`config.mk`:
```
export PLATFORM = sky130hd
export DESIGN_NAME = heap_pingpong_sched
export DESIGN_NICKNAME = d
export VERILOG_FILES = /design/src/rtl/heap_sched_pkg.sv /design/src/rtl/heap_bank_fsm.sv /design/src/rtl/heap_pingpong_sched.sv
export SDC_FILE = /design/constraint.sdc
export NUM_CORES = 1
export LEC_CHECK = 0
export CAP_MARGIN = 20
export CORE_ASPECT_RATIO = 1.25
export CORE_MARGIN = 5
export CORE_UTILIZATION = 42
export DETAILED_ROUTE_END_ITERATION = 16
export PLACE_DENSITY = 0.79
export SLEW_MARGIN = 0
export SYNTH_ARGS = -nofsm -noshare
export SYNTH_HDL_FRONTEND = slang
export SYNTH_SLANG_ARGS = --single-unit
```
`constraint.sdc`:
```
create_clock -name clk -period 2.5 [get_ports clk]
set_clock_uncertainty 0.2 [all_clocks]
set_input_delay 0.5 -clock clk [delete_from_list [all_inputs] [get_ports clk]]
set_output_delay 0.5 -clock clk [all_outputs]
set_load 0.01 [all_outputs]
```
`src/rtl/heap_sched_pkg.sv`:
```
// Shared types and sizing helpers for the ping-pong heapsort scheduler.
package heap_sched_pkg;

   // Per-bank lifecycle: filled by the sample source, sorted by the engine,
   // then read out downstream before it can be refilled.
   typedef enum logic [2:0] {
      BS_EMPTY   = 3'd0,
      BS_FILLING = 3'd1,
      BS_FULL    = 3'd2,
      BS_SORTING = 3'd3,
      BS_SORTED  = 3'd4
   } bank_state_e;

   localparam int DROP_CNT_W = 16;

   // Number of nodes in a complete heap of the given depth.
   function automatic int heap_n(input int level);
      return (1 << (level + 1)) - 1;
   endfunction

   // Address width for one bank; never narrower than one bit.
   function automatic int heap_aw(input int level);
      int n;
      n = heap_n(level);
      return (n > 1) ? $clog2(n) : 1;
   endfunction

endpackage

```
`src/rtl/heap_bank_fsm.sv`:
```
// State tracker for one heap bank. Events are single-cycle pulses from the
// scheduler; an event that does not apply to the current state is ignored.
module heap_bank_fsm
   import heap_sched_pkg::*;
(
   input  logic       clk_i,
   input  logic       rst_i,
   input  logic       first_wr_i,
   input  logic       last_wr_i,
   input  logic       start_i,
   input  logic       done_i,
   input  logic       drain_i,
   output logic [2:0] state_o
);

   bank_state_e state_q, state_d;

   // Next-state selection: each state listens only to the event that leaves it.
   always_comb begin
      state_d = state_q;
      case (state_q)
         BS_EMPTY: begin
            if (last_wr_i)       state_d = BS_FULL;
            else if (first_wr_i) state_d = BS_FILLING;
         end
         BS_FILLING: if (last_wr_i) state_d = BS_FULL;
         BS_FULL:    if (start_i)   state_d = BS_SORTING;
         BS_SORTING: if (done_i)    state_d = BS_SORTED;
         BS_SORTED:  if (drain_i)   state_d = BS_EMPTY;
         default:                   state_d = BS_EMPTY;
      endcase
   end

   // State register, cleared asynchronously.
   always_ff @(posedge clk_i or posedge rst_i) begin
      if (rst_i) state_q <= BS_EMPTY;
      else       state_q <= state_d;
   end

   assign state_o = state_q;

endmodule

```
`src/rtl/heap_pingpong_sched.sv`:
```
// Ping-pong bank scheduler for the shared heapsort engine.
// Optional feature: define HEAP_SCHED_DROP_CNT_EN to build the 16-bit
// saturating drop counter; otherwise drop_cnt is tied to zero.
// Handshakes: sort_start is a one-cycle request; sort_bank holds until the
// engine answers with a one-cycle sort_done. drain_done[b] is a one-cycle
// notice that bank b has been read out.
module heap_pingpong_sched
   import heap_sched_pkg::*;
#(
   parameter  int LEVEL = 2,
   parameter  int DW    = 32,
   localparam int N     = heap_n(LEVEL),
   localparam int AW    = heap_aw(LEVEL)
) (
   input  logic                  clk,
   input  logic                  rst,
   input  logic                  fs,
   input  logic                  en_rec_in,
   input  logic [DW-1:0]         data_in,
   output logic                  wr_en,
   output logic                  wr_bank,
   output logic [AW-1:0]         wr_addr,
   output logic [DW-1:0]         wr_data,
   output logic                  sort_start,
   output logic                  sort_bank,
   input  logic                  sort_done,
   input  logic [1:0]            drain_done,
   output logic [1:0]            bank_ready,
   output logic                  fill_bank,
   output logic                  overrun,
   output logic [DROP_CNT_W-1:0] drop_cnt
);

   localparam logic [AW-1:0] LAST_ADDR = AW'(N - 1);

   logic [1:0][2:0] st;
   logic            fs_q;
   logic [AW-1:0]   ptr_q, ptr_d;
   logic            fill_bank_q, fill_bank_d;
   logic            first_q, first_d;
   logic            wr_en_q, wr_bank_q;
   logic [AW-1:0]   wr_addr_q;
   logic [DW-1:0]   wr_data_q;
   logic            sort_start_q, sort_bank_q, overrun_q;

   logic            other, smp, fill_ok, do_wr, do_drop, is_last, other_free;
   logic            full0, full1, busy, start_any, pick;
   logic [1:0]      wr_evt, last_evt, start_evt, done_evt;

   // Sample acceptance, bank hand-over and engine arbitration decisions.
   always_comb begin
      other      = ~fill_bank_q;
      smp        = fs & ~fs_q & en_rec_in;
      fill_ok    = (st[fill_bank_q] == BS_EMPTY) || (st[fill_bank_q] == BS_FILLING);
      do_wr      = smp & fill_ok;
      do_drop    = smp & ~fill_ok;
      is_last    = do_wr && (ptr_q == LAST_ADDR);
      // A drain arriving on the same cycle frees the other bank just in time.
      other_free = (st[other] == BS_EMPTY) ||
                   ((st[other] == BS_SORTED) && drain_done[other]);

      full0      = (st[0] == BS_FULL);
      full1      = (st[1] == BS_FULL);
      busy       = (st[0] == BS_SORTING) || (st[1] == BS_SORTING);
      start_any  = ~busy & (full0 | full1);
      pick       = (full0 & full1) ? first_q : full1;

      ptr_d = ptr_q;
      if (do_wr) ptr_d = is_last ? '0 : ptr_q + 1'b1;
      fill_bank_d = (is_last && other_free) ? other : fill_bank_q;
      // Remember which bank completed first in case both end up waiting.
      first_d = (is_last && (st[other] != BS_FULL)) ? fill_bank_q : first_q;

      wr_evt    = {do_wr & fill_bank_q,       do_wr & ~fill_bank_q};
      last_evt  = {is_last & fill_bank_q,     is_last & ~fill_bank_q};
      start_evt = {start_any & pick,          start_any & ~pick};
      done_evt  = {sort_done & (st[1] == BS_SORTING),
                   sort_done & (st[0] == BS_SORTING)};
   end

   heap_bank_fsm u_bank0 (
      .clk_i(clk), .rst_i(rst),
      .first_wr_i(wr_evt[0]), .last_wr_i(last_evt[0]),
      .start_i(start_evt[0]), .done_i(done_evt[0]), .drain_i(drain_done[0]),
      .state_o(st[0])
   );

   heap_bank_fsm u_bank1 (
      .clk_i(clk), .rst_i(rst),
      .first_wr_i(wr_evt[1]), .last_wr_i(last_evt[1]),
      .start_i(start_evt[1]), .done_i(done_evt[1]), .drain_i(drain_done[1]),
      .state_o(st[1])
   );

   // Edge detector, fill pointer, bank select and registered RAM/engine outputs.
   always_ff @(posedge clk or posedge rst) begin
      if (rst) begin
         fs_q         <= 1'b0;
         ptr_q        <= '0;
         fill_bank_q  <= 1'b0;
         first_q      <= 1'b0;
         wr_en_q      <= 1'b0;
         wr_bank_q    <= 1'b0;
         wr_addr_q    <= '0;
         wr_data_q    <= '0;
         sort_start_q <= 1'b0;
         sort_bank_q  <= 1'b0;
         overrun_q    <= 1'b0;
      end else begin
         fs_q         <= fs;
         ptr_q        <= ptr_d;
         fill_bank_q  <= fill_bank_d;
         first_q      <= first_d;
         wr_en_q      <= do_wr;
         if (do_wr) begin
            wr_bank_q <= fill_bank_q;
            wr_addr_q <= ptr_q;
            wr_data_q <= data_in;
         end
         sort_start_q <= start_any;
         if (start_any) sort_bank_q <= pick;
         if (do_drop)   overrun_q   <= 1'b1;
      end
   end

`ifdef HEAP_SCHED_DROP_CNT_EN
   logic [DROP_CNT_W-1:0] drop_cnt_q;

   // Saturating count of samples lost to a busy fill bank.
   always_ff @(posedge clk or posedge rst) begin
      if (rst)                                drop_cnt_q <= '0;
      else if (do_drop && (drop_cnt_q != '1)) drop_cnt_q <= drop_cnt_q + 1'b1;
   end

   assign drop_cnt = drop_cnt_q;
`else
   assign drop_cnt = '0;
`endif

   assign wr_en      = wr_en_q;
   assign wr_bank    = wr_bank_q;
   assign wr_addr    = wr_addr_q;
   assign wr_data    = wr_data_q;
   assign sort_start = sort_start_q;
   assign sort_bank  = sort_bank_q;
   assign bank_ready = {st[1] == BS_SORTED, st[0] == BS_SORTED};
   assign fill_bank  = fill_bank_q;
   assign overrun    = overrun_q;

endmodule

```
# [After elaboration in Yosys (flattened, before gate mapping)]
# Index checks and enable logic that the tools add are counted.
[word_totals] ff_bits=52 inputBits=39 output_inout_bits=59 wordCells=93
[op_classes] add_sub_neg=1 order_cmp=2 eq_ne=22 mux=22 bitwise_logic=20 n_reduce_logical=13
[ops] cell="2-to-1 mux 3 bit" count=17
[ops] cell="one-hot mux 3 bit (5 select lines)" count=2
[ops] cell="AND 1 bit" count=14
[ops] cell="equality test 3 x 2 -> 1 bit, second input constant" count=4
[ops] cell="equality test 3 bit, second input constant" count=4
[ops] cell="logical NOT 3 bit" count=4
[ops] cell="!= test 2 x 1 -> 1 bit, second input constant" count=6
[ops] cell="AND reduction 5 bit" count=2
[ops] cell="equality test 3 x 1 -> 1 bit, second input constant" count=3
[ops] cell="!= test 3 x 1 -> 1 bit, second input constant" count=2
[ops] cell="inverter 1 bit" count=5
[ops] cell="logical AND 1 bit" count=4
[ops] cell="less-than comparator 1 x 2 -> 1 bit, second input constant" count=2
[ops] cell="!= test 2 bit, second input constant" count=2
[ops] cell="adder 3 x 1 -> 3 bit, second input constant" count=1
[ops] cell="logical OR 1 bit" count=3
[ops] cell="2-to-1 mux 1 bit" count=3
[ops] cell="!= test 3 x 2 -> 1 bit, second input constant" count=1
[ops] cell="bitwise OR 1 bit" count=1

# [Depth between registers and ports, before layout]
# Gate-level depths: netlist of the first run.
[logic_depth] depth_word=9 depth_mapped=7 mapped_depth_nobuf=6

# [Modules after synthesis]
# A second synthesis of the first run with hierarchy kept.
[unflattened] hier_cells=190 area_unflattened_um2=2372.3
[by_module_without_submodules] module="heap_pingpong_sched" instances=1 cells_per_inst=164 area_per_inst_um2=2079.5 seq_area_each_um2=1151.1
[by_module_without_submodules] module="heap_bank_fsm" instances=2 cells_per_inst=13 area_per_inst_um2=146.4 seq_area_each_um2=75.1

# [Worst setup path before layout of the first run]
# Ideal clock, no wire load.
[synth_path] path_kind="reg2reg" start="register fill_bank_q, in the netlist fill_bank" end="register wr_data_q[10], in the netlist wr_data[10]" setup_ns=0.125 t_arrival_ns=1.424 required_time_ns=2.175 slack_ns=0.752 stages_incl_launch_ff=5 n_path_buf=1 synth_period_minus_slack_ns=1.748 path_cell_list="dfrtp_1 -> nor3b_4 -> o21ai_2 -> buf_6 -> mux2_2"
[synth_between] elab_chain_len=5 elab_cells_between_ends=6 cone_classes="1 x eq/ne; 2 x mux; 1 x bitwise; 2 x reduce/logical"
[synth_lines] item="from (decl)" line_no="heap_pingpong_sched.sv:39" text="logic fill_bank_q, fill_bank_d;"
[synth_lines] item="from (signal assigned)" line_no="heap_pingpong_sched.sv:112" text="fill_bank_q <= fill_bank_d;"
[synth_lines] item="2-to-1 mux 3 bit (not written as such) * (2 in series)" line_no="heap_pingpong_sched.sv:54" text="fill_ok = (st[fill_bank_q] == BS_EMPTY) || (st[fill_bank_q] == BS_FILLING);"
[synth_lines] item="equality test 3 x 1 -> 1 bit / logical NOT 3 bit (equally long branches)" line_no="heap_pingpong_sched.sv:54"
[synth_lines] item="logical OR 1 bit *" line_no="heap_pingpong_sched.sv:54"
[synth_lines] item="AND 1 bit *" line_no="heap_pingpong_sched.sv:55" text="do_wr = smp & fill_ok;"
[synth_lines] item="to (signal assigned)" line_no="heap_pingpong_sched.sv:118" text="wr_data_q <= data_in;"
[synth_lines] item="to (decl)" line_no="heap_pingpong_sched.sv:43" text="logic [DW-1:0] wr_data_q;"
# Every way passes the cells marked *; elsewhere a longest branch is shown, timed or not. The select of a mux whose other input is x is not followed.
# A chain may end at the register's enable or synchronous reset.

# [Final worst setup path of the first run]
[layout_path] start="register u_bank1.state_q[1], in the netlist u_bank1.state_o[1]" end="output bank_ready[1]"
[layout_between] elab_chain_len=1
[layout_lines] item="from (decl)" line_no="heap_bank_fsm.sv:16" text="bank_state_e state_q, state_d;"
[layout_lines] item="from (signal assigned)" line_no="heap_bank_fsm.sv:37" text="else state_q <= state_d;"
[layout_lines] item="equality test 3 bit" line_no="heap_pingpong_sched.sv:146" text="assign bank_ready = {st[1] == BS_SORTED, st[0] == BS_SORTED};"
[layout_lines] item="to (decl)" line_no="heap_pingpong_sched.sv:28" text="output logic [1:0] bank_ready,"
# Every way passes these cells.

==> results of run 1 <==
routing by layer:
metal / wire length (um) / GRT usage (%) / vias up
met3: 433 / 5.39 / 6
met4: 74 / 4.81 / 0
met1: 1880 / 15.7 / 768
li1: - / - / 767
met5: 0 / 0 / -
met2: 2410 / 23.2 / 57
cell type report:
type	count	area, sq um
fillers	460	2160
flip-flops and latches	52	1300
multi-input cells	118	883
repair buffers	83	851
well taps	64	80.1
clock buffers	6	72.6
clock inverters	2	35.0
inverters	6	22.5
where the power goes:
| group | switching, W | internal, W |
|---|---|---|
| Clock | 0.000264 | 0.000297 |
| Combinational | 0.000477 | 0.000759 |
| Sequential | 0.000196 | 0.00114 |
synth_stat cells, types with 2 or more instances:
| cell | n | area (sq um) |
|---|---|---|
| buf_4 | 16 | 120 |
| mux2_2 | 31 | 349 |
| o41ai_1 | 2 | 17.5 |
| ha_1 | 2 | 25.0 |
| buf_6 | 4 | 45.0 |
| and2_1 | 3 | 18.8 |
| mux2_4 | 2 | 30.0 |
| a21oi_1 | 3 | 15.0 |
| nor2_1 | 8 | 30.0 |
| a21o_1 | 2 | 15.0 |
| nand3_1 | 3 | 15.0 |
| nor2b_1 | 4 | 25.0 |
| nand2_1 | 14 | 52.6 |
| inv_1 | 5 | 18.8 |
| dfrtp_1 | 52 | 1300 |
| a31oi_1 | 3 | 18.8 |
| o21ai_0 | 6 | 30.0 |
flip-flops by register name, summed over array words and instances (netlist names):
signal / cells
u_bank0.state_o: 3
ptr_q: 3
sort_start: 1
first_q: 1
u_bank1.state_o: 3
wr_data: 32
overrun: 1
fs_q: 1
fill_bank: 1
wr_en: 1
wr_addr: 3
sort_bank: 1
wr_bank: 1
through the flow:
step	hold slack (ns)	instances	total power (W)	area (sq um)
finish	0.272	331	0.00314	3250
global placement	0.251	323	0.00257	3140
floorplan	0.281	198	0.00191	2370
detailed placement	0.255	323	0.00261	3140
CTS	0.276	331	0.00318	3240
global route	0.292	331	0.00334	3250
worst register-to-register path, cell delays in order, from the launching register on:
cell	delay (ns)
dfrtp_1	0.49
nor3_2	0.44
o2111ai_2	0.20
o41ai_1	0.33
o31ai_1	0.12
cells by family (layout without fill, tap and decap cells):
logic type	after synthesis	count (layout)	synth area share [%]
adder cells (fa/ha/maj)	2	2	1.08
AND/OR/NAND/NOR	40	40	9.08
AO/OA/AOI/OAI	26	26	8.16
flip-flops	52	52	56.2
other	1	16	0.162
buffers and inverters	28	97	8.49
multiplexers	34	34	16.8
worst min path at each step:
stage                             startpoint            endpoint  slack, ns  cells after the start
final                                overrun             overrun       0.27                      1
after global routing                 overrun             overrun       0.29                      1
after CTS                            overrun             overrun       0.28                      1
after detailed placement             overrun             overrun       0.26                      1
after global placement            wr_addr[2]          wr_addr[2]       0.25                      2
after floorplan           u_bank0.state_o[2]  u_bank0.state_o[1]       0.28                      1
==> results.json, run 1 <==
{
  "drive_gt1_share_pct": 18.4,
  "drt_wl_total_um": 4800,
  "start_kind": "flip-flop",
  "cts_hold_buf": 0,
  "std_cell_rows": 30,
  "nNetsFinal": 307,
  "vias": 1598,
  "core_sq_um": 5410,
  "synth_flop_cell": "dfrtp_1",
  "syn_area_per_cell_sq_um": 12.6,
  "post_cts_buffers": 0,
  "finalWorstSetupSlack_ns": 0.109,
  "layout_commonest_cell": "clkdlybuf4s50_1",
  "yosysWarnings": 0,
  "hold_viol_final": 0,
  "slowest_stage": "clkdlybuf4s50_1",
  "syn_inst": 183,
  "grt-ovfl-total": 0,
  "route.detailed.drc": 0,
  "slew_viol_final": 0,
  "min_path_type": "reg2reg",
  "status": "finished clean",
  "io_buffers": 81,
  "rsz0062_at_grt": "false",
  "r2r_slack_ns": 0.60,
  "post_cts_resized": 0,
  "die_x_um": 76.4,
  "synth.cell_area_sq_um": 2310,
  "arrival_ns": 1.69,
  "final_cell_mix": "clkdlybuf4s50_1 (81), dfrtp_1 (52), mux2_2 (31), conb_1 (16), nand2_1 (14)",
  "synth-seq-area-share_pct": 56.2,
  "syn_to_final_growth_pct": 40.2,
  "drv_cap": 0,
  "synth_async_sr_flop_share_pct": 100,
  "diodes": 0,
  "grt_max_degree": 53,
  "period_share_pct": 95.7,
  "ff2ff_path_depth": 4,
  "place_hpwl_um": 3540,
  "cts_buffers": 5,
  "first_pass_iters": 4,
  "path_cells": "nor2_2 > and2_1 > clkdlybuf4s50_1",
  "grt_pass1_vias": 1696,
  "clkTransAtPathRegs_ns": 0.09,
  "dp_slack_ns": 0.222,
  "worstPathMaxFanout": 8,
  "max-clock-path-buffers": 2,
  "reg2reg_to": "fill_bank",
  "grt_pass1_wl_um": 7900,
  "crit_required_ns": 1.80,
  "viasPerCell": 4.83,
  "startpoint": "u_bank1.state_o[1]",
  "irDropWorstVdd_mv": 0.539,
  "total_leakage_power_nw": 1.41,
  "cts_num_sinks": 52,
  "fin_tns_setup_ns": 0,
  "synth-seq-cells": 52,
  "root_buffer": "clkbuf_8",
  "wl_per_cell_um": 14.5,
  "synth_edf_count": 0,
  "io_pins": 98,
  "path_delay_family": "buffers and inverters",
  "p_per_area_nw_per_um2": 967,
  "fin_util_pct": 60.0,
  "cts_tree": "built",
  "path_depth": 3,
  "h-tree-depth": 2,
  "initialDrtViolationCount": 54,
  "start_util_pct": 42.8,
  "r2r-start": "fill_bank",
  "critPathMaxStageDelay_ns": 0.53,
  "fmax_ghz": 0.418,
  "critPathKind": "reg2out",
  "grtUsageTotal_pct": 13.7,
  "ys_types": 40,
  "dieArea_sq_um": 7110,
  "post-route-min-period_ns": 2.39,
  "setup_viol": 0,
  "die_height_um": 93,
  "postRouteAntennaNets": 0,
  "path_buf_inv": 1,
  "clk_latency_ns": 0.30,
  "crit_path_end_kind": "primary output",
  "place_congestion": 0.787,
  "crit_path_end": "bank_ready[1]",
  "antenna_found_initial": 0
}
Power figures use the tool's default switching activity.
==> run 2, diff against run 1 <==
- CORE_UTILIZATION: 42 -> 45
- PLACE_DENSITY: 0.79 -> 0.84
- clock period: 2.5 -> 2.9 ns (I/O delays scaled with it)
==> run 2 against run 1 <==
Register-to-register slack better by 0.27 ns. Core utilization rose by 3.5 points. Die area decreased by 5.9%. Final cell count shrank 0.60%. Worst hold slack worse by 0.0047 ns. Clock power decreased by 33%. Design area down 1.2%. Power fell by 17%.
==> results.json, run 2 (synthesized netlist as in run 1, its figures left out) <==
{
  "period_share_pct": 86.7,
  "fin_tns_setup_ns": 0,
  "grt_pass1_vias": 1694,
  "crit_required_ns": 2.12,
  "stdcell_area_sq_um": 3210,
  "clkTransAtPathRegs_ns": 0.09,
  "layout_commonest_cell": "clkdlybuf4s50_1",
  "initialDrtViolationCount": 45,
  "total_leakage_power_nw": 1.40,
  "place_area_sq_um": 3130,
  "status": "finished clean",
  "cts_buffers": 5,
  "slowest_stage": "clkdlybuf4s50_1",
  "viasPerCell": 4.87,
  "tightest_slew_ns": 0.522,
  "placedCellCount": 322,
  "start_kind": "flip-flop",
  "std_cell_rows": 29,
  "slew_headroom_pct": 65.1,
  "p_per_area_nw_per_um2": 808,
  "drive_gt1_share_pct": 18.0,
  "post_cts_buffers": 0,
  "grt_max_degree": 32,
  "core_sq_um": 5040,
  "die_x_um": 74.2,
  "cts_num_sinks": 52,
  "rsz0062_at_grt": "false",
  "diodes": 0,
  "drt_wl_total_um": 4720,
  "cts_hold_buf": 0,
  "hold_viol_final": 0,
  "dieArea_sq_um": 6690,
  "first_pass_iters": 4,
  "instances_no_fill": 329,
  "p_int_w": 0.00180,
  "arrival_ns": 1.74,
  "finalWorstSetupSlack_ns": 0.385,
  "crit_path_end_kind": "primary output",
  "cts_tree": "built",
  "combPwrFrac_pct": 40.8,
  "path_buf_inv": 1,
  "worstHoldEndpoint": "overrun",
  "r2r-start": "fill_bank",
  "grt-ovfl-total": 0,
  "grtUsageTotal_pct": 15.4,
  "final_cell_mix": "clkdlybuf4s50_1 (81), dfrtp_1 (52), mux2_2 (31), conb_1 (16), nand2_1 (14)",
  "reg2reg_to": "wr_data[28]",
  "start_util_pct": 45.9,
  "place_congestion": 0.810,
  "vias": 1603,
  "worstPathMaxFanout": 8,
  "drv_cap": 0,
  "fmax_ghz": 0.398,
  "whs_path_depth": 1,
  "io_buffers": 81,
  "seqPwrFrac_pct": 44.7,
  "antenna_found_initial": 0,
  "r2r_slack_ns": 0.87,
  "path_cells": "nor2_1 > and2_1 > clkdlybuf4s50_1",
  "postRouteAntennaNets": 0,
  "die_height_um": 90.2,
  "min_path_type": "reg2reg",
  "p_sw_w": 0.000788,
  "ff2ff_path_depth": 4,
  "h-tree-depth": 2,
  "critPathMaxStageDelay_ns": 0.53,
  "setup_viol": 0,
  "min-delay-start": "overrun",
  "totalPowerFinal_w": 0.00259,
  "dp_slack_ns": 0.480,
  "critPathKind": "reg2out",
  "slew_viol_final": 0,
  "switching_share_pct": 30.4,
  "largest_register_ffs": 32,
  "grt_pass1_wl_um": 8040,
  "post-route-min-period_ns": 2.52,
  "path_delay_family": "buffers and inverters",
  "wl_per_cell_um": 14.3,
  "syn_to_final_growth_pct": 38.5,
  "post_cts_resized": 0,
  "root_buffer": "clkbuf_8",
  "nNetsFinal": 308,
  "place_hpwl_um": 3610,
  "irDropWorstVdd_mv": 0.543,
  "max-clock-path-buffers": 2,
  "power.share.clock_pct": 14.5,
  "route.detailed.drc": 0,
  "clk_latency_ns": 0.29,
  "io_pins": 98
}
[run 2: power by group through the flow]
stage | sequential, W | combinational (W) | clock, W
CTS | 0.00116 | 0.00108 | 0.000394
global route | 0.00120 | 0.00115 | 0.000428
detailed placement | 0.00117 | 0.00107 | 0
finish | 0.00116 | 0.00106 | 0.000377
floorplan | 0.00125 | 0.000398 | 0
global placement | 0.00116 | 0.00104 | 0
[run 2: worst register-to-register path, delay by kind of cell, from the launching register on]
kind                   cells  cell delay, ns
AND/OR/NAND/NOR            1            0.22
AO/OA/AOI/OAI              1            0.38
multiplexers               1            0.37
flip-flops                 1            0.48
buffers and inverters      1            0.26
[run 2: stage by stage]
stage	hold slack, ns	utilization [%]
final	0.267	63.6
after detailed placement	0.248	62.0
after floorplan	0.281	-
after CTS	0.276	63.6
after global routing	0.295	63.6
after global placement	0.254	61.6
[run 2: worst max path at each step]
| stage | from | to | slack (ns) | cells past startpoint |
|---|---|---|---|---|
| after global placement | fs | wr_data[7] | 0.43 | 4 |
| after detailed placement | fs | wr_data[31] | 0.48 | 5 |
| after CTS | u_bank1.state_o[1] | bank_ready[1] | 0.37 | 3 |
| final | u_bank1.state_o[1] | bank_ready[1] | 0.38 | 3 |
| after floorplan | rst | fill_bank | 0.86 | 1 |
| after global routing | u_bank1.state_o[1] | bank_ready[1] | 0.26 | 3 |
[run 2: layout make-up]
type	count	area, sq um
clock inverter	1	5.00
timing repair buffer	84	846
clock buffer	6	72.6
inverter	6	22.5
sequential	52	1300
fill	431	1840
tap	62	77.6
multi-input combinational	118	881
[run 2: routing by layer]
| metal | routed length (um) | vias up | part of all wire, % | global-route usage [%] |
|---|---|---|---|---|
| met5 | 0 | - | 0 | 0 |
| met4 | 80 | 0 | 1.7 | 5.44 |
| met3 | 378 | 5 | 8.0 | 4.69 |
| met2 | 2330 | 59 | 49 | 24.9 |
| met1 | 1930 | 770 | 41 | 19.1 |
| li1 | - | 769 | - | - |
